<file path="config.mk">
export PLATFORM = sky130hd
export DESIGN_NAME = dpram_arb_flat
export DESIGN_NICKNAME = d
export VERILOG_FILES = /design/src/rtl/dpram_arb_if.sv /design/src/rtl/dpram_arb.sv /design/src/flat_wrapper.sv
export SDC_FILE = /design/constraint.sdc
export NUM_CORES = 1
export LEC_CHECK = 0
export CORE_MARGIN = 8
export CORE_UTILIZATION = 55
export CTS_BUF_LIST = sky130_fd_sc_hd__clkbuf_8
export CTS_CLUSTER_DIAMETER = 200
export CTS_CLUSTER_SIZE = 20
export DETAILED_ROUTE_END_ITERATION = 7
export DONT_BUFFER_PORTS = 1
export PLACE_DENSITY = 0.71
export SYNTH_ARGS = -nofsm -noshare
export SYNTH_HDL_FRONTEND = slang
export SYNTH_SLANG_ARGS = --single-unit
</file>
<file path="constraint.sdc">
create_clock -name clk -period 2.8 [get_ports clk]
set_input_delay 0.7 -clock clk [delete_from_list [all_inputs] [get_ports clk]]
set_output_delay 0.7 -clock clk [all_outputs]
set_load 0.01 [all_outputs]
</file>
<file path="src/rtl/dpram_arb_if.sv">
// Bundle of both requester ports plus the shared single-port RAM port.
// The arbiter sits on the slave modport; requesters and the RAM drive the master side.
interface dpram_arb_if #(
    parameter int ADDR_W = 8,
    parameter int DATA_W = 8
);
    logic              req0, req1;
    logic              we0, we1;
    logic [ADDR_W-1:0] addr0, addr1;
    logic [DATA_W-1:0] wdata0, wdata1;
    logic              gnt0, gnt1;
    logic              rvalid0, rvalid1;
    logic [DATA_W-1:0] rdata0, rdata1;
    logic [ADDR_W-1:0] ram_addr;
    logic [DATA_W-1:0] ram_din;
    logic              ram_we;
    logic [DATA_W-1:0] ram_dout;

    modport slave (
        input  req0, req1, we0, we1, addr0, addr1, wdata0, wdata1, ram_dout,
        output gnt0, gnt1, rvalid0, rvalid1, rdata0, rdata1, ram_addr, ram_din, ram_we
    );

    modport master (
        output req0, req1, we0, we1, addr0, addr1, wdata0, wdata1, ram_dout,
        input  gnt0, gnt1, rvalid0, rvalid1, rdata0, rdata1, ram_addr, ram_din, ram_we
    );
endinterface

</file>
<file path="src/rtl/dpram_arb.sv">
// Two-requester arbiter for one single-port synchronous RAM with a burst-limited sticky grant.
// Define DPRAM_ARB_STATS_EN to add saturating per-requester accepted-transaction counters gcnt0/gcnt1.
module dpram_arb #(
    parameter int ADDR_W    = 8,
    parameter int DATA_W    = 8,
    parameter int MAX_BURST = 4
) (
    input  logic        clk,
    input  logic        rst_n,
    dpram_arb_if.slave  bus
`ifdef DPRAM_ARB_STATS_EN
    ,
    output logic [15:0] gcnt0,
    output logic [15:0] gcnt1
`endif
);

    typedef enum logic [1:0] {OWN_NONE, OWN0, OWN1} owner_t;

    localparam logic [3:0] MAX_B = 4'(MAX_BURST);

    owner_t     owner, owner_nxt;
    logic       last, last_nxt;
    logic [3:0] burst_cnt, burst_nxt;
    logic       gnt0, gnt1;

    always_ff @(posedge clk or negedge rst_n) begin
        if (!rst_n) begin
            owner     <= OWN_NONE;
            last      <= 1'b1;
            burst_cnt <= 4'd0;
        end else begin
            owner     <= owner_nxt;
            last      <= last_nxt;
            burst_cnt <= burst_nxt;
        end
    end

    // A repeat grant to the current owner extends its burst, saturating at MAX_B.
    always_comb begin
        owner_nxt = OWN_NONE;
        last_nxt  = last;
        burst_nxt = 4'd0;
        if (gnt0) begin
            owner_nxt = OWN0;
            if (owner == OWN0) begin
                burst_nxt = (burst_cnt >= MAX_B) ? MAX_B : burst_cnt + 4'd1;
            end else begin
                burst_nxt = 4'd1;
                last_nxt  = 1'b0;
            end
        end else if (gnt1) begin
            owner_nxt = OWN1;
            if (owner == OWN1) begin
                burst_nxt = (burst_cnt >= MAX_B) ? MAX_B : burst_cnt + 4'd1;
            end else begin
                burst_nxt = 4'd1;
                last_nxt  = 1'b1;
            end
        end
    end

    always_comb begin
        gnt0         = 1'b0;
        gnt1         = 1'b0;
        bus.ram_we   = 1'b0;
        bus.ram_addr = {ADDR_W{1'b0}};
        bus.ram_din  = {DATA_W{1'b0}};
        if (bus.req0 && bus.req1) begin
            if (owner == OWN0 && burst_cnt < MAX_B) begin
                gnt0 = 1'b1;
            end else if (owner == OWN1 && burst_cnt < MAX_B) begin
                gnt1 = 1'b1;
            end else if (last) begin
                gnt0 = 1'b1;
            end else begin
                gnt1 = 1'b1;
            end
        end else begin
            gnt0 = bus.req0;
            gnt1 = bus.req1;
        end
        if (gnt0) begin
            bus.ram_we   = bus.we0;
            bus.ram_addr = bus.addr0;
            bus.ram_din  = bus.wdata0;
        end else if (gnt1) begin
            bus.ram_we   = bus.we1;
            bus.ram_addr = bus.addr1;
            bus.ram_din  = bus.wdata1;
        end
    end

    assign bus.gnt0 = gnt0;
    assign bus.gnt1 = gnt1;

    // The RAM answers one cycle after the read was accepted; rvalid tracks that latency.
    always_ff @(posedge clk or negedge rst_n) begin
        if (!rst_n) begin
            bus.rvalid0 <= 1'b0;
            bus.rvalid1 <= 1'b0;
        end else begin
            bus.rvalid0 <= gnt0 & ~bus.we0;
            bus.rvalid1 <= gnt1 & ~bus.we1;
        end
    end

    assign bus.rdata0 = bus.ram_dout;
    assign bus.rdata1 = bus.ram_dout;

`ifdef DPRAM_ARB_STATS_EN
    always_ff @(posedge clk or negedge rst_n) begin
        if (!rst_n) begin
            gcnt0 <= 16'd0;
            gcnt1 <= 16'd0;
        end else begin
            if (gnt0 && gcnt0 != 16'hFFFF) gcnt0 <= gcnt0 + 16'd1;
            if (gnt1 && gcnt1 != 16'hFFFF) gcnt1 <= gcnt1 + 16'd1;
        end
    end
`endif

endmodule

</file>
<file path="src/flat_wrapper.sv">
// flat-port wrapper written by rule: the top's interface ports become plain ports
module dpram_arb_flat 
#(
    parameter int ADDR_W    = 8,
    parameter int DATA_W    = 8,
    parameter int MAX_BURST = 4
)
  (clk, rst_n, bus_req0, bus_req1, bus_we0, bus_we1, bus_addr0, bus_addr1, bus_wdata0, bus_wdata1, bus_ram_dout, bus_gnt0, bus_gnt1, bus_rvalid0, bus_rvalid1, bus_rdata0, bus_rdata1, bus_ram_addr, bus_ram_din, bus_ram_we);
  dpram_arb_if #(.ADDR_W(ADDR_W), .DATA_W(DATA_W)) bus_i ();
  input  logic clk;
  input  logic rst_n;
  input wire logic [$bits(bus_i.req0)-1:0] bus_req0;
  input wire logic [$bits(bus_i.req1)-1:0] bus_req1;
  input wire logic [$bits(bus_i.we0)-1:0] bus_we0;
  input wire logic [$bits(bus_i.we1)-1:0] bus_we1;
  input wire logic [$bits(bus_i.addr0)-1:0] bus_addr0;
  input wire logic [$bits(bus_i.addr1)-1:0] bus_addr1;
  input wire logic [$bits(bus_i.wdata0)-1:0] bus_wdata0;
  input wire logic [$bits(bus_i.wdata1)-1:0] bus_wdata1;
  input wire logic [$bits(bus_i.ram_dout)-1:0] bus_ram_dout;
  output wire logic [$bits(bus_i.gnt0)-1:0] bus_gnt0;
  output wire logic [$bits(bus_i.gnt1)-1:0] bus_gnt1;
  output wire logic [$bits(bus_i.rvalid0)-1:0] bus_rvalid0;
  output wire logic [$bits(bus_i.rvalid1)-1:0] bus_rvalid1;
  output wire logic [$bits(bus_i.rdata0)-1:0] bus_rdata0;
  output wire logic [$bits(bus_i.rdata1)-1:0] bus_rdata1;
  output wire logic [$bits(bus_i.ram_addr)-1:0] bus_ram_addr;
  output wire logic [$bits(bus_i.ram_din)-1:0] bus_ram_din;
  output wire logic [$bits(bus_i.ram_we)-1:0] bus_ram_we;
  assign bus_i.req0 = bus_req0;
  assign bus_i.req1 = bus_req1;
  assign bus_i.we0 = bus_we0;
  assign bus_i.we1 = bus_we1;
  assign bus_i.addr0 = bus_addr0;
  assign bus_i.addr1 = bus_addr1;
  assign bus_i.wdata0 = bus_wdata0;
  assign bus_i.wdata1 = bus_wdata1;
  assign bus_i.ram_dout = bus_ram_dout;
  assign bus_gnt0 = bus_i.gnt0;
  assign bus_gnt1 = bus_i.gnt1;
  assign bus_rvalid0 = bus_i.rvalid0;
  assign bus_rvalid1 = bus_i.rvalid1;
  assign bus_rdata0 = bus_i.rdata0;
  assign bus_rdata1 = bus_i.rdata1;
  assign bus_ram_addr = bus_i.ram_addr;
  assign bus_ram_din = bus_i.ram_din;
  assign bus_ram_we = bus_i.ram_we;
  dpram_arb #(.ADDR_W(ADDR_W), .DATA_W(DATA_W), .MAX_BURST(MAX_BURST)) u_core (.clk(clk), .rst_n(rst_n), .bus(bus_i));
endmodule
</file>
==> impl_summary.md, run 1 <==
GRT
The first global-routing pass estimated 2.65 mm of wire. The number of antenna violations at the first check in global routing is 0. Summed over all layers, the global routing overflow is 0. Entering global routing, the biggest net connects 20 pins.

Global routing consumed, over all layers together, 11.9% of the routing resources. The number of global-route vias before repair came to 612.

STA
The final critical path takes up 95.1% of the cycle. The count of final max-slew check failures is 0. Subtracting the final worst setup slack from the clock period gives 2.66 ns. The maximum frequency from static timing analysis is 376 MHz. Clock skew on the completed layout was measured at 0.000679 ns. The accumulated negative setup slack is 0 ns. Setup repair after global routing left no endpoint under its margin. The number of hold violations in the final report was 0. The total of endpoints with negative setup slack in the final report is 0.

Power
The largest voltage drop on the vdd net is 0.000337 V. The reported leakage power is 0.334 nW. The cell area power density is 689 nW/um^2.

Clock tree
After clock tree synthesis, the clock-pin slew on the worst setup and hold paths is 0.04 ns. The root buffer cell chosen for the clock tree is sky130_fd_sc_hd__clkbuf_8. The clock reaches the later pin of the worst-skew pair after 0.22 ns. The TritonCTS clock tree is built. The maximum buffer depth of the clock tree is 2.

The count of H-tree levels built during CTS is 1. The clock buffer count from CTS is 3. The clock net sink count is 9.

Worst setup path
For the worst setup path, the data arrival time is 1.96 ns. The category of the worst setup path capture point is an output port. The worst setup path is launched from a register. The largest stage delay on the critical path is 0.56 ns. The critical path's slowest cell is sky130_fd_sc_hd__dfstp_2.

The logic depth of the worst register-to-register path is 5. Traced cell by cell, the critical path runs through and2b_1, o41ai_4, and2_4, buf_6, a22o_1. By startpoint and endpoint, the worst setup path is classified as reg2out. Broken down by cell family, the worst path's largest delay share belongs to compound AO/OA/AOI/OAI gates. For flop-to-flop paths, the worst setup slack is 1.08 ns. The total number of cells along the worst setup path is 5. Together, buffers and inverters on the worst path number 1. The largest fanout on the critical path is 14. STA puts the critical path data required time at 2.10 ns.

Status
The run finished with clean final reports.

Place
The routability congestion estimate is 0.809. During placement, the flow inserted port buffers numbering 0. Detailed placement ended at an HPWL of 1.67 mm.

Logic synthesis
The yosys synthesis warning count is 0. In the post-synthesis netlist, the biggest area contributors are sky130_fd_sc_hd__dfrtp_1, sky130_fd_sc_hd__a22o_1, sky130_fd_sc_hd__buf_4, sky130_fd_sc_hd__buf_6, sky130_fd_sc_hd__o21ai_0. The biggest area contributor in the post-synthesis netlist is sky130_fd_sc_hd__dfrtp_1. The post-synthesis net count is 134.

The fraction of post-synthesis cell area in the top cell type by area is 24.5%. The post-synthesis instance area is 818 um^2. The cell count after synthesis came out at 87. Counting flops and latches in the post-synthesis netlist gives 9. The sequential-to-total area share from yosys stat is 27.7%. The number of library cell types mapped by synthesis is 29. The synthesized area per cell is 9.41 um^2.

Floorplanning
The die covers 2980 um^2. The floorplan step set the die height to 54.6 um. The boundary pin count is 83. The starting utilization of the core area is 56.3%. From left edge to right edge, the die measures 54.6 um.

The total area inside the core boundary comes to 1450 um^2. The number of placement rows is 14.

Final layout
From synthesis to final layout, the design area changed by -8.26%. The share of cells above drive strength 1 is 17.8%. The count of antenna diodes in the layout is 0.

The filler cell count is 137. Cells fill 51.6% of the core in the end. The layout net count is 121.

Route
The routed wirelength normalized by instance count is 22.0 um. The total wire length is 1.95 mm. The number of vias per cell is 6.65.

In this run, the number of DRC markers left after iteration 0 of detailed routing was 10. The total DRC errors in the routed layout is 0. The first TritonRoute pass finished after 4 iterations. The routed layout has 592 vias.

The number of nets with antenna violations after routing is 0.

Flow run
The count of maximum capacitance violations is 0.

Worst hold path
The classification of the worst-slack hold path is in2async.
==> Yosys cell counts (all sizes together) <==
master / count
o41ai: 1
ha: 1
nand2: 3
and3b: 1
conb: 1
and2: 1
nor2: 4
o21ai: 7
nor2b: 2
clkbuf: 1
o211ai: 1
dfrtp: 8
o21ba: 1
nor4b: 1
or2b: 1
or2: 1
dfstp: 1
nand2b: 1
buf: 20
o311ai: 1
a21oi: 5
a22o: 17
a21boi: 1
nand3: 1
and2b: 2
o311a: 1
inv: 2
==> stage by stage <==
stage | hold WS [ns] | instance area, um^2 | instances | total power, mW | setup WS [ns]
after global routing | 0.153 | 751 | 89 | 0.553 | 0.0397
after global placement | 0.405 | 684 | 84 | 0.363 | 0.319
after detailed placement | 0.405 | 684 | 84 | 0.367 | 0.271
final | 0.169 | 751 | 89 | 0.517 | 0.138
after CTS | 0.161 | 729 | 88 | 0.512 | 0.0222
after floorplan | 0.404 | 818 | 87 | 0.381 | 0.411
==> placed cells by master, fill, tap and decap left out <==
master	netlist	final
sky130_fd_sc_hd__o211ai_1	1	1
sky130_fd_sc_hd__or2_2	1	1
sky130_fd_sc_hd__o21ai_0	6	6
sky130_fd_sc_hd__a21boi_0	1	1
sky130_fd_sc_hd__conb_1	1	1
sky130_fd_sc_hd__o311a_1	1	1
sky130_fd_sc_hd__nor2b_1	2	2
sky130_fd_sc_hd__and2_4	0	1
sky130_fd_sc_hd__dfrtp_1	8	8
sky130_fd_sc_hd__dfstp_2	1	1
sky130_fd_sc_hd__clkbuf_8	0	3
sky130_fd_sc_hd__inv_1	2	3
sky130_fd_sc_hd__o41ai_4	1	1
sky130_fd_sc_hd__nor2_1	4	4
sky130_fd_sc_hd__nor4b_2	1	1
sky130_fd_sc_hd__and3b_1	1	1
sky130_fd_sc_hd__o311ai_0	1	1
sky130_fd_sc_hd__or2b_1	1	1
sky130_fd_sc_hd__a22o_1	17	17
sky130_fd_sc_hd__buf_6	4	1
sky130_fd_sc_hd__buf_4	16	2
sky130_fd_sc_hd__nand2_1	3	3
sky130_fd_sc_hd__nand3_1	1	1
sky130_fd_sc_hd__a21oi_1	5	5
sky130_fd_sc_hd__and2b_1	2	2
sky130_fd_sc_hd__o21ai_4	0	1
sky130_fd_sc_hd__nand2b_1	1	1
sky130_fd_sc_hd__o21ba_4	1	1
sky130_fd_sc_hd__ha_1	1	1
==> registers in the layout, summed over array words and instances, names as in the netlist <==
name	cells
u_core.burst_cnt	4
u_core.owner	2
u_core.last	1
u_core.bus.rvalid1	1
u_core.bus.rvalid0	1
==> report_power, final <==
group          total (mW)  internal (mW)  switching (mW)  leakage [nW]
sequential          0.176          0.152          0.0237         0.111
clock               0.139         0.0948          0.0444        0.0269
combinational       0.202         0.0936           0.109         0.196
total               0.517          0.341           0.177         0.334
==> cell type report <==
type,instances,area (um^2),area share [%]
multi-input combinational,55,425,56.7
tap,16,20.0,2.67
inverter,2,7.51,1.00
clock inverter,1,3.75,0.500
sequential,9,226,30.2
timing repair buffer,3,26.3,3.50
clock buffer,3,41.3,5.50
==> kinds of logic (layout without fill, tap and decap cells) <==
| logic type | Yosys count | in the layout | share of synthesized area, % |
|---|---|---|---|
| other | 1 | 1 | 0.458 |
| buffers and inverters | 23 | 9 | 21.6 |
| adders and majority gates | 1 | 1 | 1.53 |
| AOI/OAI and AO/OA | 35 | 35 | 35.5 |
| and+or+nand+nor | 18 | 18 | 13.3 |
| DFF | 9 | 9 | 27.7 |
==> final timing paths <==
| kind | startpoint | to |
|---|---|---|
| setup / recovery | u_core.last | bus_ram_addr[4] |
| hold / removal | rst_n | u_core.burst_cnt[3] |
| setup reg to reg | u_core.last | u_core.bus.rvalid0 |
| hold reg to reg | u_core.burst_cnt[1] | u_core.burst_cnt[1] |
| max in group asynchronous | rst_n | u_core.last |
| min in group clk | bus_we1 | u_core.bus.rvalid1 |
==> routing by layer <==
| layer | wire length [um] | part of all wire, % | track usage, % |
|---|---|---|---|
| met5 | 0 | 0 | 0 |
| met4 | 0 | 0 | 6.56 |
| met3 | 190 | 9.7 | 5.98 |
| met2 | 1050 | 54 | 18.7 |
| met1 | 718 | 37 | 12.8 |
==> what timing repair did <==
action                     in CTS  in global routing
buffers inserted                0                  1
hold buffers                    0                  0
setup endpoints to repair       0                 17
gates resized for setup         0                  3
No activity file was read; power rests on OpenSTA's default activity.
==> run 2, diff against run 1 <==
Settings changed: CORE_UTILIZATION 55 to 45, GPL_ROUTABILITY_DRIVEN from default to 0, PLACE_DENSITY 0.71 to 0.61.
==> impl_summary.md, run 2 (same netlist as run 1, synthesis figures left out) <==
STA
The accumulated negative setup slack is 0 ns. The number of hold violations in the final report is 0. The count of final max-slew check failures is 0. In the finished design, the share of the clock period the worst path needs comes to 96.2%. The total of endpoints with negative setup slack in the final report is 0. The shortest clock period the worst path allows after layout is 2.69 ns. Setup repair after global routing left no endpoint under its margin.

The smallest setup slack after layout is 0.106 ns. Clock skew on the completed layout was measured at 0.00224 ns. The maximum frequency from static timing analysis is 371 MHz.

Clock tree
The clock latency on the worst-skew pair is 0.22 ns. The tree built by TritonCTS fans out to 9 sinks. The maximum buffer depth of the clock tree is 2. The root buffer selected by CTS is sky130_fd_sc_hd__clkbuf_8. TritonCTS built the clock tree. Counting the buffers created by CTS gives 3. The hold buffer count at cts is 0. After clock tree synthesis, the clock-pin slew on the worst setup and hold paths is 0.04 ns. CTS built an H-tree with a depth of 1.

GRT
The number of antenna violations at the first check in global routing is 0. Entering global routing, the biggest net connects 21 pins. The leftover overflow at the end of global routing is 0.

The number of global-route vias before repair came to 651. The total track usage is 10.7%. The wire length of the first global-routing pass is 2.94 mm.

Route
Using the TritonRoute via totals, the vias-per-cell ratio works out to 5.98. Summing over every cut layer, the via total after detailed routing is 580. The iteration-0 DRC count of the detailed router is 18. The routed wirelength normalized by instance count is 19.2 um. After detailed routing, the number of remaining DRC violations is 0. The number of nets with antenna violations after routing is 0.

The first detailed-routing pass ran for 4 iterations. For this block, the routed nets add up to 1.86 mm of wire.

Worst setup path
The register-to-register setup slack is 1.04 ns. The worst register-to-register path ends at u_core.bus.rvalid0. The category of the worst setup path capture point is an output port. The logic depth of the worst register-to-register path is 5. Along the worst path, the maximum fanout reaches 20.

STA classifies the critical path startpoint as a register. The critical path in this run is classified as reg2out. The required time at the endpoint of the critical path is 2.10 ns. The startpoint of the worst register-to-register path is u_core.last. For the worst setup path, the data arrival time is 1.99 ns.

Power
The largest voltage drop on the vdd net is 0.000288 V. The reported leakage power is 0.327 nW. Power spread over the standard cell area amounts to 677 nW/um^2.

Place
OpenSTA, run right after detailed placement, puts the worst setup slack at 0.261 ns. During placement, the flow inserted port buffers numbering 0. The total instance count after detailed placement is 92. The half-perimeter wire length after placement is 1.63 mm.

Floorplanning
Once the floorplan was initialized, standard cells occupied 47.4% of the core. In this run the vertical extent of the chip is 58.6 um. The area of the die is 3440 um^2. The number of placement rows is 15. Measured along the x axis, the die boundary spans 58.6 um.

The total core area is 1730 um^2. Pin placement for this block handled 83 I/O pins.

Final layout
The largest registers in the layout are u_core.burst_cnt x4, u_core.owner x2. Leaving out fill and tap cells, the most frequent cell in the layout is sky130_fd_sc_hd__a22o_1. The share of cells above drive strength 1 is 15.3%.

The count of antenna diodes in the layout is 0. In the layout the commonest cells are sky130_fd_sc_hd__a22o_1, sky130_fd_sc_hd__dfrtp_1, sky130_fd_sc_hd__o21ai_0. The area added between synthesis and finish is -8.10%. The register with the highest flop count is u_core.burst_cnt. The number of standard cells in the layout, taps in and fillers out is 97.

For this run, the post-layout net count is 120. The number of flip-flops in the largest register is 4.

Status
The run finished with clean final reports.

Flow run
Across the run, the number of max-cap violations was 0.

Worst hold path
The classification of the worst-slack hold path is in2async.
run 2: cell count changes in the layout (fill, tap and decap cells not counted):
| cell | before | now |
|---|---|---|
| sky130_fd_sc_hd__and2_4 | 1 | 0 |
| sky130_fd_sc_hd__buf_4 | 2 | 1 |
| sky130_fd_sc_hd__and2_1 | 0 | 1 |
run 2: area by class of cell:
cell class,instances,area [um^2]
Fill cell,179,975
Sequential cell,9,226
Clock inverter,1,3.75
Timing Repair Buffer,2,18.8
Clock buffer,3,41.3
Tap cell,25,31.3
Multi-Input combinational cell,55,423
Inverter,2,7.51
run 2: per-stage QoR:
step | total power [mW] | area [um^2] | hold WS [ns] | util, %
2_1_floorplan | 0.381 | 818 | 0.404 | -
5_1_grt | 0.548 | 752 | 0.152 | 43.6
6_report | 0.509 | 752 | 0.170 | 43.6
3_3_place_gp | 0.362 | 688 | 0.405 | 39.9
4_1_cts | 0.506 | 733 | 0.164 | 42.5
3_5_place_dp | 0.365 | 688 | 0.405 | 39.9
run 2: critical path, cell delays in order (launching register included):
cell	delay, ns
sky130_fd_sc_hd__dfstp_2	0.59
sky130_fd_sc_hd__and2b_1	0.22
sky130_fd_sc_hd__o41ai_4	0.38
sky130_fd_sc_hd__and2_1	0.20
sky130_fd_sc_hd__buf_6	0.18
sky130_fd_sc_hd__a22o_1	0.21
run 2: routing by layer:
metal	up-vias	global-route usage [%]	wire length, um	part of all wire, %
met5	-	0	0	0
met4	0	7.17	37	2.0
met3	8	5.43	218	12
met2	35	17.8	941	51
met1	268	10.1	663	36
li1	269	-	-	-
run 2: worst max path at each step:
stage                      endpoint  depth (start not counted)        start
floorplan           bus_ram_addr[6]                          7  u_core.last
global placement     bus_ram_din[5]                          4  u_core.last
detailed placement  bus_ram_addr[1]                          4  u_core.last
CTS                  bus_ram_din[6]                          4  u_core.last
global route         bus_ram_din[6]                          5  u_core.last
finish               bus_ram_din[5]                          5  u_core.last
run 2: timing repair:
item / CTS / global route
setup endpoints to repair: 0 / 17
resized for setup: 0 / 2
buffers inserted: 0 / 1
run 2: where the power goes:
part,internal (mW),total [mW],switching (mW)
Sequential,0.152,0.179,0.0269
Combinational,0.0892,0.192,0.103
Clock,0.0947,0.137,0.0427
==> run 3, diff against run 2 <==
Settings changed: CTS_CLUSTER_DIAMETER 200 to default.
==> results of run 3 <==
The final DEF is identical to that of run 2; final timing and power are the same.
